--- src/rtl/rvfpm_spec_queue_pkg.sv ---
`default_nettype none
// ============================================================================
// Package     : pa_rvfpm
// Description : Shared constants and the speculative-queue entry type.
// Revision    : 1.0 - initial release
// ============================================================================
package pa_rvfpm;

    localparam int c_DEFAULT_DEPTH     = 4;
    // Entry fields are sized for the widest supported configuration;
    // narrower instances zero-extend on write and truncate on read.
    localparam int c_MAX_FLEN          = 64;
    localparam int c_MAX_X_ID_WIDTH    = 16;

    typedef struct packed {
        logic                        valid;
        logic                        committed;
        logic [31:0]                 instr;
        logic [c_MAX_X_ID_WIDTH-1:0] id;
        logic [c_MAX_FLEN-1:0]       rs_a;
        logic [c_MAX_FLEN-1:0]       rs_b;
        logic [c_MAX_FLEN-1:0]       rs_c;
    } spec_entry_t;

endpackage
`default_nettype wire

--- src/rtl/rvfpm_spec_queue_oldest_match.sv ---
`default_nettype none
// ============================================================================
// Module      : rvfpm_oldest_match
// Description : Finds the oldest valid, uncommitted entry carrying commit_id.
// Revision    : 1.0 - initial release
// ============================================================================
module rvfpm_oldest_match
    import pa_rvfpm::*;
#(
    parameter int DEPTH      = c_DEFAULT_DEPTH,
    parameter int X_ID_WIDTH = 4,
    localparam int IW        = $clog2(DEPTH)
) (
    input  logic [DEPTH-1:0]            i_valid,
    input  logic [DEPTH-1:0]            i_committed,
    input  logic [DEPTH*X_ID_WIDTH-1:0] i_id,
    input  logic [IW-1:0]               i_head,
    input  logic [X_ID_WIDTH-1:0]       i_commit_id,
    output logic                        o_hit,
    output logic [IW-1:0]               o_index
);

    logic [IW-1:0] w_idx;

    // Walk from youngest to oldest so the oldest candidate is the last writer.
    always_comb begin
        o_hit   = 1'b0;
        o_index = '0;
        w_idx   = '0;
        for (int k = DEPTH - 1; k >= 0; k--) begin
            w_idx = i_head + IW'(k);
            if (i_valid[w_idx] && !i_committed[w_idx] &&
                (i_id[w_idx*X_ID_WIDTH +: X_ID_WIDTH] == i_commit_id)) begin
                o_hit   = 1'b1;
                o_index = w_idx;
            end
        end
    end

endmodule
`default_nettype wire

--- src/rtl/rvfpm_spec_queue.sv ---
`default_nettype none
// ============================================================================
// Module      : rvfpm_spec_queue
// Description : FIFO of speculative FP instructions released by XIF commit.
//               Define RVFPM_QUEUE_LEVEL_EN to add level/almost_full outputs.
// Revision    : 1.0 - initial release
// ============================================================================
module rvfpm_spec_queue
    import pa_rvfpm::*;
#(
    parameter int DEPTH      = c_DEFAULT_DEPTH,
    parameter int X_ID_WIDTH = 4,
    parameter int FLEN       = 32
) (
    input  logic                         ck,
    input  logic                         rst,
    input  logic                         flush,
    input  logic                         in_valid,
    output logic                         in_ready,
    input  logic [31:0]                  in_instr,
    input  logic [X_ID_WIDTH-1:0]        in_id,
    input  logic [FLEN-1:0]              in_rs_a,
    input  logic [FLEN-1:0]              in_rs_b,
    input  logic [FLEN-1:0]              in_rs_c,
    input  logic                         commit_valid,
    input  logic [X_ID_WIDTH-1:0]        commit_id,
    input  logic                         commit_kill,
    output logic                         out_valid,
    input  logic                         out_ready,
    output logic [31:0]                  out_instr,
    output logic [X_ID_WIDTH-1:0]        out_id,
    output logic [FLEN-1:0]              out_rs_a,
    output logic [FLEN-1:0]              out_rs_b,
    output logic [FLEN-1:0]              out_rs_c,
`ifdef RVFPM_QUEUE_LEVEL_EN
    output logic [$clog2(DEPTH+1)-1:0]   level,
    output logic                         almost_full,
`endif
    output logic                         commit_miss
);

    localparam int c_IW = $clog2(DEPTH);
    localparam int c_CW = $clog2(DEPTH + 1);

    spec_entry_t                 r_mem [DEPTH];
    logic [c_IW-1:0]             r_head;
    logic [c_IW-1:0]             r_tail;
    logic [c_CW-1:0]             r_count;
    logic                        r_miss;

    logic [DEPTH-1:0]            w_valid;
    logic [DEPTH-1:0]            w_committed;
    logic [DEPTH*X_ID_WIDTH-1:0] w_id;
    logic                        w_hit;
    logic [c_IW-1:0]             w_hit_idx;
    logic [c_IW-1:0]             w_kill_rel;
    logic                        w_full;
    logic                        w_kill;
    logic                        w_push;
    logic                        w_pop;
    logic                        w_commit_hit;
    logic                        w_push_commit;
    logic                        w_miss_next;
    spec_entry_t                 w_new;

    for (genvar g = 0; g < DEPTH; g++) begin : g_flat
        assign w_valid[g]                              = r_mem[g].valid;
        assign w_committed[g]                          = r_mem[g].committed;
        assign w_id[g*X_ID_WIDTH +: X_ID_WIDTH]        = X_ID_WIDTH'(r_mem[g].id);
    end

    rvfpm_oldest_match #(
        .DEPTH      (DEPTH),
        .X_ID_WIDTH (X_ID_WIDTH)
    ) u_match (
        .i_valid     (w_valid),
        .i_committed (w_committed),
        .i_id        (w_id),
        .i_head      (r_head),
        .i_commit_id (commit_id),
        .o_hit       (w_hit),
        .o_index     (w_hit_idx)
    );

    assign w_full     = (r_count == c_CW'(DEPTH));
    assign w_kill     = commit_valid && commit_kill;
    assign in_ready   = !w_full && !w_kill;
    assign w_push     = in_valid && in_ready;
    assign out_valid  = r_mem[r_head].valid && r_mem[r_head].committed;
    assign w_pop      = out_valid && out_ready;
    assign w_kill_rel = w_hit_idx - r_head;

    // A same-cycle push is younger than every stored entry, so it only
    // takes the commit when nothing already queued matched.
    assign w_commit_hit  = commit_valid && w_hit;
    assign w_push_commit = commit_valid && !commit_kill && !w_hit && w_push &&
                           (in_id == commit_id);
    assign w_miss_next   = commit_valid && !w_hit && !w_push_commit;

    always_comb begin
        w_new           = '0;
        w_new.valid     = 1'b1;
        w_new.committed = w_push_commit;
        w_new.instr     = in_instr;
        w_new.id        = c_MAX_X_ID_WIDTH'(in_id);
        w_new.rs_a      = c_MAX_FLEN'(in_rs_a);
        w_new.rs_b      = c_MAX_FLEN'(in_rs_b);
        w_new.rs_c      = c_MAX_FLEN'(in_rs_c);
    end

    always_ff @(posedge ck or negedge rst) begin
        if (!rst) begin
            for (int i = 0; i < DEPTH; i++) begin
                r_mem[i] <= '0;
            end
            r_head  <= '0;
            r_tail  <= '0;
            r_count <= '0;
            r_miss  <= 1'b0;
        end else if (flush) begin
            for (int i = 0; i < DEPTH; i++) begin
                r_mem[i].valid     <= 1'b0;
                r_mem[i].committed <= 1'b0;
            end
            r_head  <= '0;
            r_tail  <= '0;
            r_count <= '0;
            r_miss  <= 1'b0;
        end else begin
            r_miss <= w_miss_next;
            if (w_pop) begin
                r_mem[r_head].valid     <= 1'b0;
                r_mem[r_head].committed <= 1'b0;
                r_head                  <= r_head + c_IW'(1);
            end
            if (w_commit_hit && !commit_kill) begin
                r_mem[w_hit_idx].committed <= 1'b1;
            end
            if (w_commit_hit && commit_kill) begin
                // Drop the matched entry and everything pushed after it.
                for (int i = 0; i < DEPTH; i++) begin
                    if ((c_IW'(i) - r_head) >= w_kill_rel) begin
                        r_mem[i].valid     <= 1'b0;
                        r_mem[i].committed <= 1'b0;
                    end
                end
                r_tail  <= w_hit_idx;
                r_count <= c_CW'(w_kill_rel) - c_CW'(w_pop);
            end else begin
                if (w_push) begin
                    r_mem[r_tail] <= w_new;
                    r_tail        <= r_tail + c_IW'(1);
                end
                r_count <= r_count + c_CW'(w_push) - c_CW'(w_pop);
            end
        end
    end

    always_comb begin
        out_instr = '0;
        out_id    = '0;
        out_rs_a  = '0;
        out_rs_b  = '0;
        out_rs_c  = '0;
        if (r_mem[r_head].valid) begin
            out_instr = r_mem[r_head].instr;
            out_id    = X_ID_WIDTH'(r_mem[r_head].id);
            out_rs_a  = FLEN'(r_mem[r_head].rs_a);
            out_rs_b  = FLEN'(r_mem[r_head].rs_b);
            out_rs_c  = FLEN'(r_mem[r_head].rs_c);
        end
    end

    assign commit_miss = r_miss;

`ifdef RVFPM_QUEUE_LEVEL_EN
    assign level       = r_count;
    assign almost_full = (r_count >= c_CW'(DEPTH - 1));
`endif

endmodule
`default_nettype wire

--- config.mk ---
export PLATFORM = sky130hd
export DESIGN_NAME = rvfpm_spec_queue
export DESIGN_NICKNAME = d
export VERILOG_FILES = /design/src/rtl/rvfpm_spec_queue_pkg.sv /design/src/rtl/rvfpm_spec_queue_oldest_match.sv /design/src/rtl/rvfpm_spec_queue.sv
export SDC_FILE = /design/constraint.sdc
export NUM_CORES = 1
export LEC_CHECK = 0
export BUFFER_PORTS_ARGS = -buffer_cell sky130_fd_sc_hd__clkbuf_2
export CAP_MARGIN = 30
export CORE_MARGIN = 2
export CORE_UTILIZATION = 30
export CTS_BUF_LIST = sky130_fd_sc_hd__clkbuf_4 sky130_fd_sc_hd__clkbuf_8
export CTS_CLUSTER_SIZE = 16
export DETAILED_ROUTE_END_ITERATION = 8
export PLACE_DENSITY = 0.54
export REMOVE_ABC_BUFFERS = 1
export SLEW_MARGIN = 5
export SYNTH_ARGS = -nofsm -noshare
export SYNTH_HDL_FRONTEND = slang
export SYNTH_SLANG_ARGS = --single-unit
--- constraint.sdc ---
create_clock -name ck -period 6.2 [get_ports ck]
set_clock_uncertainty 0.2 [all_clocks]
set_input_delay 0.62 -clock ck [delete_from_list [all_inputs] [get_ports ck]]
set_output_delay 0.62 -clock ck [all_outputs]
set_load 0.05 [all_outputs]
== After elaboration in Yosys (flattened, before gate mapping) ==
Index checks and enable logic that the tools add are counted.
Storage, ports and cells
  bits of input ports: 143
  flip-flop bits (word level): 976
Operators by class
  $add $sub $neg: 12
  bitwise logic cells: 3
  mux-type cells: 73
  equality and inequality tests: 6
  shift-type cells: 4
  reductions and logical operators: 36
  magnitude comparators: 14
Operators by type and width (count)
  968-bit 2-to-1 mux: 5
  968-bit bitwise mux: 4
  242-bit demux with 2-bit select: 4
  242-bit 2-to-1 mux: 4
  240-bit 2-to-1 mux: 4
  242-bit binary-select mux with 2-bit select: 1
  241-bit 2-to-1 mux: 2
  32-bit 2-to-1 mux: 4
  16-bit by 5-bit indexed part select with 4-bit output: 4
  2-bit 2-to-1 mux: 21
  1-bit logical AND: 25
  4-bit equality test: 5
  1-bit binary-select mux with 2-bit select: 8
  1-bit 2-to-1 mux: 13
  2-bit by 3-bit less-than comparator with 1-bit output (second input constant): 4
  3-bit greater-or-equal comparator (second input constant): 3
  1-bit zero test: 9
  3-bit by 1-bit less-than comparator with 1-bit output (second input constant): 3
  2-bit inverter with 3-bit output: 3
  2-bit greater-or-equal comparator: 4
  3-bit 2-to-1 mux: 2
  2-bit by 1-bit adder with 2-bit output (second input constant): 2
  2-bit adder (second input constant): 2
  4-bit 2-to-1 mux: 1
  9 further kinds: 11

== Logic depth before layout (Yosys ltp) ==
Gate-level depths: netlist of run 1.
  word-level depth: 22
  depth in mapped cells: 21
  gate-level depth less buffers: 18

== Modules after synthesis ==
Synthesis of run 1 repeated with hierarchy kept, for this count alone.
Second synthesis, totals
  cells, all modules: 1660
  area, all modules: 25749.7 µm²
By module, submodules not included
  rvfpm_spec_queue: area an instance 24858.8 µm², sequential area each 13613.1 µm², cells each 1589, times used 1
  rvfpm_oldest_match: area an instance 890.9 µm², sequential area each 0.0 µm², cells each 71, times used 1

== Worst setup path before layout of run 1 ==
Ideal clock, no wire load.
  path kind: flip-flop to flip-flop
  start: reg r_head[1]
  end: reg r_mem[725] (netlist bit)
  path buffers: 4
  setup slack: 1.798 ns
  data required time: 5.877 ns
  clock period less this slack: 4.402 ns
  cell stages (with the launch flop): 21
  arrival time: 4.079 ns
  library setup time: 0.123 ns
  path through: dfrtp_1 > buf_4 > buf_2 > inv_1 > ha_1 > buf_2 > buf_2 > mux4_1 > xnor2_1 > o211ai_1 > o31ai_1 > nand3_1 > o21ai_1 > ha_1 > xor2_1 > and2_1 > a31oi_1 > a21oi_1 > o221a_1 > o21ba_1 > a21boi_1
On the way
  word-level cells in the longest chain between the ends: 19
RTL lines
  start, declared: line rvfpm_spec_queue.sv:46  | logic [c_IW-1:0] r_head;
  start signal, assigned: line rvfpm_spec_queue.sv:134  | r_head <= r_head + c_IW'(1);
  branches (longest 17 deep; another with 2-bit adder)
  2-bit 2-to-1 mux *: line rvfpm_spec_queue.sv:139  | if (w_commit_hit && commit_kill) begin
  2-bit 2-to-1 mux *: line rvfpm_spec_queue.sv:120  | end else if (flush) begin
  end signal, assigned by index: line rvfpm_spec_queue.sv:151  | r_mem[r_tail] <= w_new;
  end, declared: line rvfpm_spec_queue.sv:45  | spec_entry_t r_mem [DEPTH];
Mark *: on every way between the ends. The select of a mux whose other input is x is not followed.
A chain may end at the register's enable or synchronous reset.

== Final worst setup path of run 1 ==
  start: reg r_head[0]
  end: reg r_mem[725] (netlist bit)
The elaborated chain is that of the path after synthesis.

==> reports/qor.yml, run 1 <==
run_status: "complete, no violations"
tritoncts: "done"
utilization_pct: 37.8
synth_largest_type_area_fraction_pct: 53.4
detailedRoute.firstIterationViolations: 550
clkLatencyLatePin_ps: 740
grt_remaining_overflow: 0
clkSlewWorstSetupHoldPaths_ps: 60
layout_min_cycle_time_ps: 5090
vias: 15800
period_share_pct: 82.1
netlist_area_um2: 25500
vdd_drop_max_mv: 0.211
floorplan.rows: 106
worst_margin_slew_ps: 949
antenna_violating_nets_post_route: 0
clock-sinks: 544
stdcell_count: 3295
critPathMostFrequentCell: "a21oi_1"
critPathRequiredTime_ps: 6590
worstRegToRegCells: 15
syn_avg_cell_area_um2: 15.4
dr.pass1.iters: 5
synth_top_flop_cell: "dfrtp_1"
grt_setup_unrepaired: "false"
fill_cells: 8016
post-place-cells: 2976
buffers_added_on_ports: 277
min_path_type: "input port to flop"
grt_resource_usage_total_pct: 15.0
crit_type: "flop to flop"
footprint_of_the_multi_input_gates_um2: 11500
core_um2: 84000
postSynthRegisterBits: 544
cell_types_occupying_the_most_area_after_synthesis: "dfrtp_1, mux2_2, mux4_2, nor2b_1, clkbuf_1"
vias_per_cell: 4.79
design.final.nets: 2240
final-hold-violation-count: 0
critical-path-max-stage-delay_ps: 740
fmax_mhz: 196
sequential_cell_area_um2: 13600
maxcap_viol_count: 0
fin_area_um2: 31800
die_outline_height_um: 296
grt_first_pass_wirelength_um: 102000
arrival_ps: 5480
grt_pass1_vias: 18000
yosysWarningCount: 0
power_per_cell_area_nw_per_um2: 412
clockRootBuffer: "clkbuf_8"
seq_area_frac_synth_pct: 53.4
hold-path-cell-count: 3
die_w_um: 296
worst_setup_path_end_kind: "flop"
antenna_found_initial: 5
synthArstFlopShare_pct: 100
slew_violations: 0
critical_path.slowest_cell: "dfrtp_4"
synth-edff-count: 0
yosys.area.top_type: "dfrtp_1"
number_of_drc_violations_after_detailed_routing: 0
max-slew-margin-rel_pct: 36.7
pin_count_of_the_biggest_net_entering_global_routing: 162
worst_setup_path_start_kind: "flop"
syn-instance-count: 1656
h-tree-depth: 3
design.die.area_um2: 87300
start_util_pct: 30.4
wl_cell_um: 19.6
final-setup-viol-count: 0
area_overhead_of_the_layout_relative_to_synthesis_pct: 24.6
buffer_depth_of_the_longest_clock_path: 3
place_area_um2: 28200
post_cts_resize_count: 0
place_congestion: 0.770
final_layout_size_suffix_gt1_share_pct: 54.0
cts_made_buffers: 101
top_level_ports: 278
detailed_place_hpwl_um: 38500
synthDistinctLibCells: 60
totalWireLength_um: 64500
path_cells: "buf_4, mux4_1, xnor2_1, nand4_1, a211oi_4, a21oi_1, o21ai_1, ha_1, xor2_1, and2_1, a31oi_1, a21oi_1, o221a_1, o21ba_1, a21boi_1"
total_leakage_power_uw: 0.0142
critical_path_peak_fanout: 38
==> worst paths after layout <==
| path | slack [ps] | startpoint | to |
|---|---|---|---|
| worst max-delay path | 1110 | r_head[0]$_DFFE_PN0P_ | r_mem[725]$_DFF_PN0_ |
| worst min-delay path | 140 | commit_kill | commit_miss$_DFF_PN0_ |
| worst max register to register | 1110 | r_head[0]$_DFFE_PN0P_ | r_mem[725]$_DFF_PN0_ |
| worst min register to register | 300 | r_mem[459]$_DFFE_PN0P_ | r_mem[459]$_DFFE_PN0P_ |
| max in group asynchronous | 3900 | rst | r_mem[323]$_DFFE_PN0P_ |
| min in group asynchronous | 400 | rst | r_mem[721]$_DFFE_PN0P_ |
==> kinds of logic after synthesis <==
| group | Yosys count | synth area share [%] |
|---|---|---|
| DFF | 544 | 53.4 |
| adders and majority gates | 18 | 0.908 |
| AOI/OAI and AO/OA | 46 | 1.38 |
| buffers and inverters | 127 | 1.98 |
| and+or+nand+nor | 209 | 4.72 |
| muxes | 684 | 36.6 |
| xor gates and xnor gates | 28 | 0.991 |
==> area by class of cell <==
class	count	area share (%)
flip-flops and latches	544	42.9
multi-input cells	985	36.1
repair buffers	433	9.44
clock buffers	160	6.16
well taps	1134	4.47
clock inverters	19	0.780
inverters	15	0.177
diodes	5	0.0394
==> registers in the layout, indices dropped and copies added (netlist names) <==
| register | count |
|---|---|
| r_count | 3 |
| commit_miss | 1 |
| r_tail | 2 |
| r_mem | 536 |
| r_head | 2 |
==> worst max-delay path: cells and delay by family (launching register included) <==
family	cells	cell delay (ps)
AO/OA/AOI/OAI	8	1510
XOR/XNOR	2	350
adder cells (fa/ha/maj)	1	320
buffers and inverters	1	690
flip-flops	1	740
multiplexers	1	680
AND/OR/NAND/NOR	2	450
==> power by group <==
part           internal, µW  leakage (µW)  switching (µW)
Sequential             4890       0.00694             680
Combinational          2060       0.00613            1730
Clock                  2170       0.00117            1560
Total                  9120        0.0142            3970
==> cells in the final DEF, fill, tap and decap left out, drive strengths merged, types with 3 or more instances in the layout <==
cell,netlist,layout
xor2,6,6
mux4,144,144
nor2,17,17
buf,43,23
xnor2,22,22
nand2b,5,5
bufinv,0,4
a21boi,7,7
dfrtp,544,544
a31oi,3,3
clkinv,0,9
ha,16,16
a211oi,4,4
dlygate4sd3,0,134
o21ai,6,6
nand4,3,3
nand3,6,6
mux2,530,530
nor3,7,7
and2,3,3
o21a,3,3
clkbuf,69,436
nand2,27,27
inv,15,19
a21oi,8,8
diode,0,5
o211ai,3,3
mux2i,10,10
nor2b,134,134
==> what timing repair did <==
item	4_1_cts	5_1_grt
hold buffers	134	0
buffers inserted	0	0
endpoints found under the hold margin	648	0
==> synth_stat cells, types with 2 or more instances <==
cell type and number:
nand2b_1 5, nand3_1 5, mux2_2 530, a211oi_1 2
ha_1 16, o211a_1 2, a31oi_1 3, dfrtp_1 544
o21a_1 3, mux4_2 137, mux4_1 7, nand3b_1 2
nor2_1 16, nor2b_1 134, a21boi_1 3, xor2_1 5
mux2i_1 10, o21ai_1 3, buf_2 10, o211ai_1 3
a21boi_0 3, xnor2_1 22, inv_1 14, nor3_1 6
buf_1 30, nand2_1 27, nand4_1 2, and3_1 2
buf_4 2, and2_1 3, o21ai_0 2, a21oi_1 7
clkbuf_1 69
==> per-layer routing <==
layer  vias to the layer above  wire [µm]  global-route usage, %  part of all wire (%)
met4                         4       1530                   4.84                   2.4
met3                       114       3220                   3.97                   5.0
li1                       6948          -                      -                     -
met2                       309      31500                   24.9                    49
met1                      8395      28100                   19.1                    44
met5                         -         25                      0                 0.039
==> stage by stage <==
step / total power (µW) / TNS (ps) / setup slack, ps / hold WS, ps
floorplan: 8420 / -410380 / -4250 / 124
global placement: 9190 / 0 / 1090 / 281
detailed placement: 9390 / 0 / 1080 / 287
CTS: 13300 / 0 / 1010 / 8.35
global route: 13900 / 0 / 630 / 58.6
finish: 13100 / 0 / 1110 / 139
Power figures use the tool's default switching activity.
==> inputs of run 2 (changes only) <==
ABC_AREA = 1   (was not set)
PLACE_DENSITY = 0.56   (was 0.54)
clock period = 4.3 ns   (was 6.2 ns; I/O delays follow)
==> run 2 against run 1 <==
Effect of this change: total power grew 41%; sequential share of layout area increased by 0.58 points; synthesized area fell by 0.42%; first-iteration DRC count rose to 2.8 times the previous value; via count is 42% higher; core utilization decreased by 0.39 points; cell area shrank 1.3%; count of clock-buffer cells in the layout shrank 1; wire length increased by 12%; final cell count rose by 44%; non-clock buffer count up 13; critical endpoint is now out_rs_a[7]; highest routed layer unchanged.
==> reports/qor.yml, run 2 <==
die_outline_height_um: 295  # was 296 µm
cell_types_occupying_the_most_area_after_synthesis: "dfrtp_1, o21ai_0, nand2_1, inv_1, nor2_1"  # was dfrtp_1, mux2_2, mux4_2, nor2b_1, clkbuf_1
worstRegToRegCells: 22  # was 15
synth_top_cells_by_count: "nand2_1, o21ai_0, dfrtp_1"  # was dfrtp_1, mux2_2, mux4_2
fmax_mhz: 251
die_w_um: 295  # was 296 µm
grt_remaining_overflow: 0  # unchanged
tritoncts: "done"  # unchanged
critical_path.slowest_cell: "buf_4"  # was dfrtp_4
critPathMostFrequentCell: "nand2_1"  # was a21oi_1
seq_area_frac_synth_pct: 53.6  # was 53.4%
synth-edff-count: 0  # unchanged
worst-path-buf-inv: 5  # was 1
final-hold-violation-count: 0  # unchanged
final-setup-viol-count: 0  # unchanged
vias: 22400  # was 15800
detailedRoute.firstIterationViolations: 1560  # was 550
syn-instance-count: 3215  # was 1656
clkSlewWorstSetupHoldPaths_ps: 60  # about the same
layout_min_cycle_time_ps: 3990
hold-path-cell-count: 4  # was 3
final.setup.tns_ps: 0  # unchanged
grt_pass1_vias: 21900  # was 18000
buffer_depth_of_the_longest_clock_path: 3  # unchanged
max-slew-margin-rel_pct: 37.2  # was 36.7%
critical_path_depth: 9  # was 15
synthDistinctLibCells: 32  # was 60
pin_count_of_the_biggest_net_entering_global_routing: 146  # was 162
startpoint: "r_head[0]$_DFFE_PN0P_"  # unchanged
wl_cell_um: 15.2  # was 19.6 µm
place_congestion: 0.836  # was 0.770
setup_slack_ps: 311  # was 1110 ps
vdd_drop_max_mv: 0.319  # was 0.211 mV
register_to_register_setup_slack_ps: 590  # was 1110 ps
r2r_path_start: "r_head[1]$_DFFE_PN0P_"  # was r_head[0]$_DFFE_PN0P_
total_leakage_power_uw: 0.0164  # was 0.0142 µW
most_common_cell_in_the_netlist: "nand2_1"  # was dfrtp_1
sequential_cell_area_um2: 13600  # unchanged
clock-sinks: 544  # unchanged
crit_type: "flop to output port"  # was flop to flop
maxcap_viol_count: 0  # unchanged
critPathRequiredTime_ps: 3670  # was 6590 ps
top_register: "r_mem"  # unchanged
critPathTopFamily: "buffers and inverters"  # was compound AO/OA/AOI/OAI gates
min_path_type: "input port to flop"  # unchanged
synth_top_flop_cell: "dfrtp_1"  # unchanged
antenna_violating_nets_post_route: 0  # unchanged
largest_register_ffs: 536  # unchanged
footprint_of_the_multi_input_gates_um2: 9780  # was 11500 µm²
power_per_cell_area_nw_per_um2: 588  # was 412 nW/µm²
design.final.nets: 3695  # was 2240
netlist_area_um2: 25400  # was 25500 µm²
arrival_ps: 3360  # was 5480 ps
floorplan.rows: 106  # unchanged
cts_made_buffers: 100  # was 101
vias_per_cell: 4.73  # was 4.79
path_cells: "buf_4, nand2_1, nand2_1, inv_2, o21ai_4, buf_4, nand2_1, inv_1, clkbuf_2"  # was buf_4, mux4_1, xnor2_1, nand4_1, a211oi_4, a21oi_1, o21ai_1, ha_1, xor2_1, and2_1, a31oi_1, a21oi_1, o221a_1, o21ba_1, a21boi_1
h-tree-depth: 3  # unchanged
area_overhead_of_the_layout_relative_to_synthesis_pct: 23.5  # was 24.6%
dr.pass1.iters: 5  # unchanged
run_status: "complete, no violations"  # unchanged
yosys.area.top_type: "dfrtp_1"  # unchanged
worst_setup_path_start_kind: "flop"  # unchanged
dp_slack_ps: 586  # was 1080 ps
critical-path-max-stage-delay_ps: 690  # was 740 ps
reg_top3: "r_mem (536), r_count (3)"  # unchanged
start_util_pct: 30.3  # was 30.4%
slew_violations: 0  # unchanged
critical_path_peak_fanout: 66  # was 38
core_um2: 83700  # was 84000 µm²
critical_path.reg2reg.endpoint: "r_mem[966]$_DFF_PN0_"  # was r_mem[725]$_DFF_PN0_
syn_avg_cell_area_um2: 7.90  # was 15.4 µm²
worst_margin_slew_ps: 942  # was 949 ps
grt_first_pass_wirelength_um: 117000  # was 102000 µm
final_layout_size_suffix_gt1_share_pct: 14.2  # was 54.0%
number_of_drc_violations_after_detailed_routing: 0  # unchanged
grt_resource_usage_total_pct: 16.6  # was 15.0%
holdWs_ps: 126  # was 139 ps
antenna_found_initial: 4  # was 5
clkLatencyLatePin_ps: 680  # was 740 ps
clockRootBuffer: "clkbuf_8"  # unchanged
worst_setup_path_endpoint: "out_rs_a[7]"  # was r_mem[725]$_DFF_PN0_
totalWireLength_um: 72300  # was 64500 µm
synthArstFlopShare_pct: 100  # unchanged
worst_setup_path_end_kind: "output port"  # was flop
design.die.area_um2: 87000  # was 87300 µm²
period_share_pct: 92.8
fill_cells: 8819  # was 8016
synth_largest_type_area_fraction_pct: 53.6  # was 53.4%
postSynthRegisterBits: 544  # unchanged
grt_setup_unrepaired: "false"  # unchanged
most-common-layout-cells: "nand2_1, o21ai_0, dfrtp_1, inv_1, nor2_1"  # was dfrtp_1, mux2_2, clkbuf_2, mux4_2
top_level_ports: 278  # unchanged
layout.cells.most_common: "nand2_1"  # was dfrtp_1
yosysWarningCount: 0  # unchanged
buffers_added_on_ports: 277  # unchanged
detailed_place_hpwl_um: 41100  # was 38500 µm
number_of_setup_buffers_added_after_cts: 0  # unchanged
[run 2: logic make-up (layout without fill, tap and decap cells)]
family | count (synthesis) | after routing | synth area share [%]
xor+xnor | 5 | 5 | 0.173
flops | 544 | 544 | 53.6
simple gates | 1162 | 1162 | 17.7
buf+inv | 531 | 923 | 8.02
compound gates | 956 | 956 | 19.6
other cells | 0 | 1 | 0
fa+ha+maj | 17 | 17 | 0.867
[run 2: layout make-up]
class	instances	area share, %
Clock buffer	159	6.26
Timing Repair Buffer	446	10.3
Antenna cell	1	0.00798
Sequential cell	544	43.5
Inverter	303	3.66
Multi-Input combinational cell	2140	31.2
Clock inverter	15	0.599
Tap cell	1134	4.53
[run 2: report_power, final]
| group | internal [µW] | switching, µW |
|---|---|---|
| sequential | 7200 | 1050 |
| clock | 3020 | 2230 |
| combinational | 1730 | 3200 |
[run 2: worst min-delay path by stage]
stage / start / endpoint
2_1_floorplan: rst / commit_miss$_DFF_PN0_
3_3_place_gp: r_mem[633]$_DFFE_PN0P_ / r_mem[633]$_DFFE_PN0P_
3_5_place_dp: r_mem[323]$_DFFE_PN0P_ / r_mem[323]$_DFFE_PN0P_
4_1_cts: in_valid / r_tail[0]$_DFFE_PN0P_
5_1_grt: in_valid / r_tail[0]$_DFFE_PN0P_
6_report: in_valid / r_tail[0]$_DFFE_PN0P_
[run 2: layer usage]
layer / vias up / GRT usage [%] / share of wire, %
met5: - / 0 / 0.050
met4: 6 / 4.54 / 2.1
met3: 123 / 3.33 / 5.2
met2: 526 / 26.8 / 45
met1: 10700 / 22.6 / 48
li1: 11000 / - / -
[run 2: worst register-to-register path, stage by stage (launching register included)]
cell and delay (ps):
dfrtp_4 500, inv_4 260, ha_1 310, inv_1 320, o211ai_1 190, nand2_1 90, nand2_1 50, nand2_1 60
nand2_1 40, nor2_1 210, nand2_1 90, nand2_1 70, nand3_1 80, nand2_2 120, inv_2 70, ha_1 200
inv_1 70, nand3_2 120, nand2_1 100, ha_1 140, nor2_1 40, a21oi_1 210, nor2_1 70
[run 2: per-stage QoR]
stage,utilization [%],instance area (µm²),cells,total power [µW]
3_5_place_dp,33.2,27800,4429,13200
5_1_grt,37.5,31300,4742,19900
2_1_floorplan,-,24500,2987,11800
6_report,37.5,31300,4742,18400
3_3_place_gp,33.2,27800,4429,13100
4_1_cts,37.4,31300,4741,18700
[run 2: what timing repair did]
action                                 CTS  global route
setup endpoints to repair                0            34
resized for setup                        0             1
hold buffers                           138             0
endpoints found under the hold margin  628             0
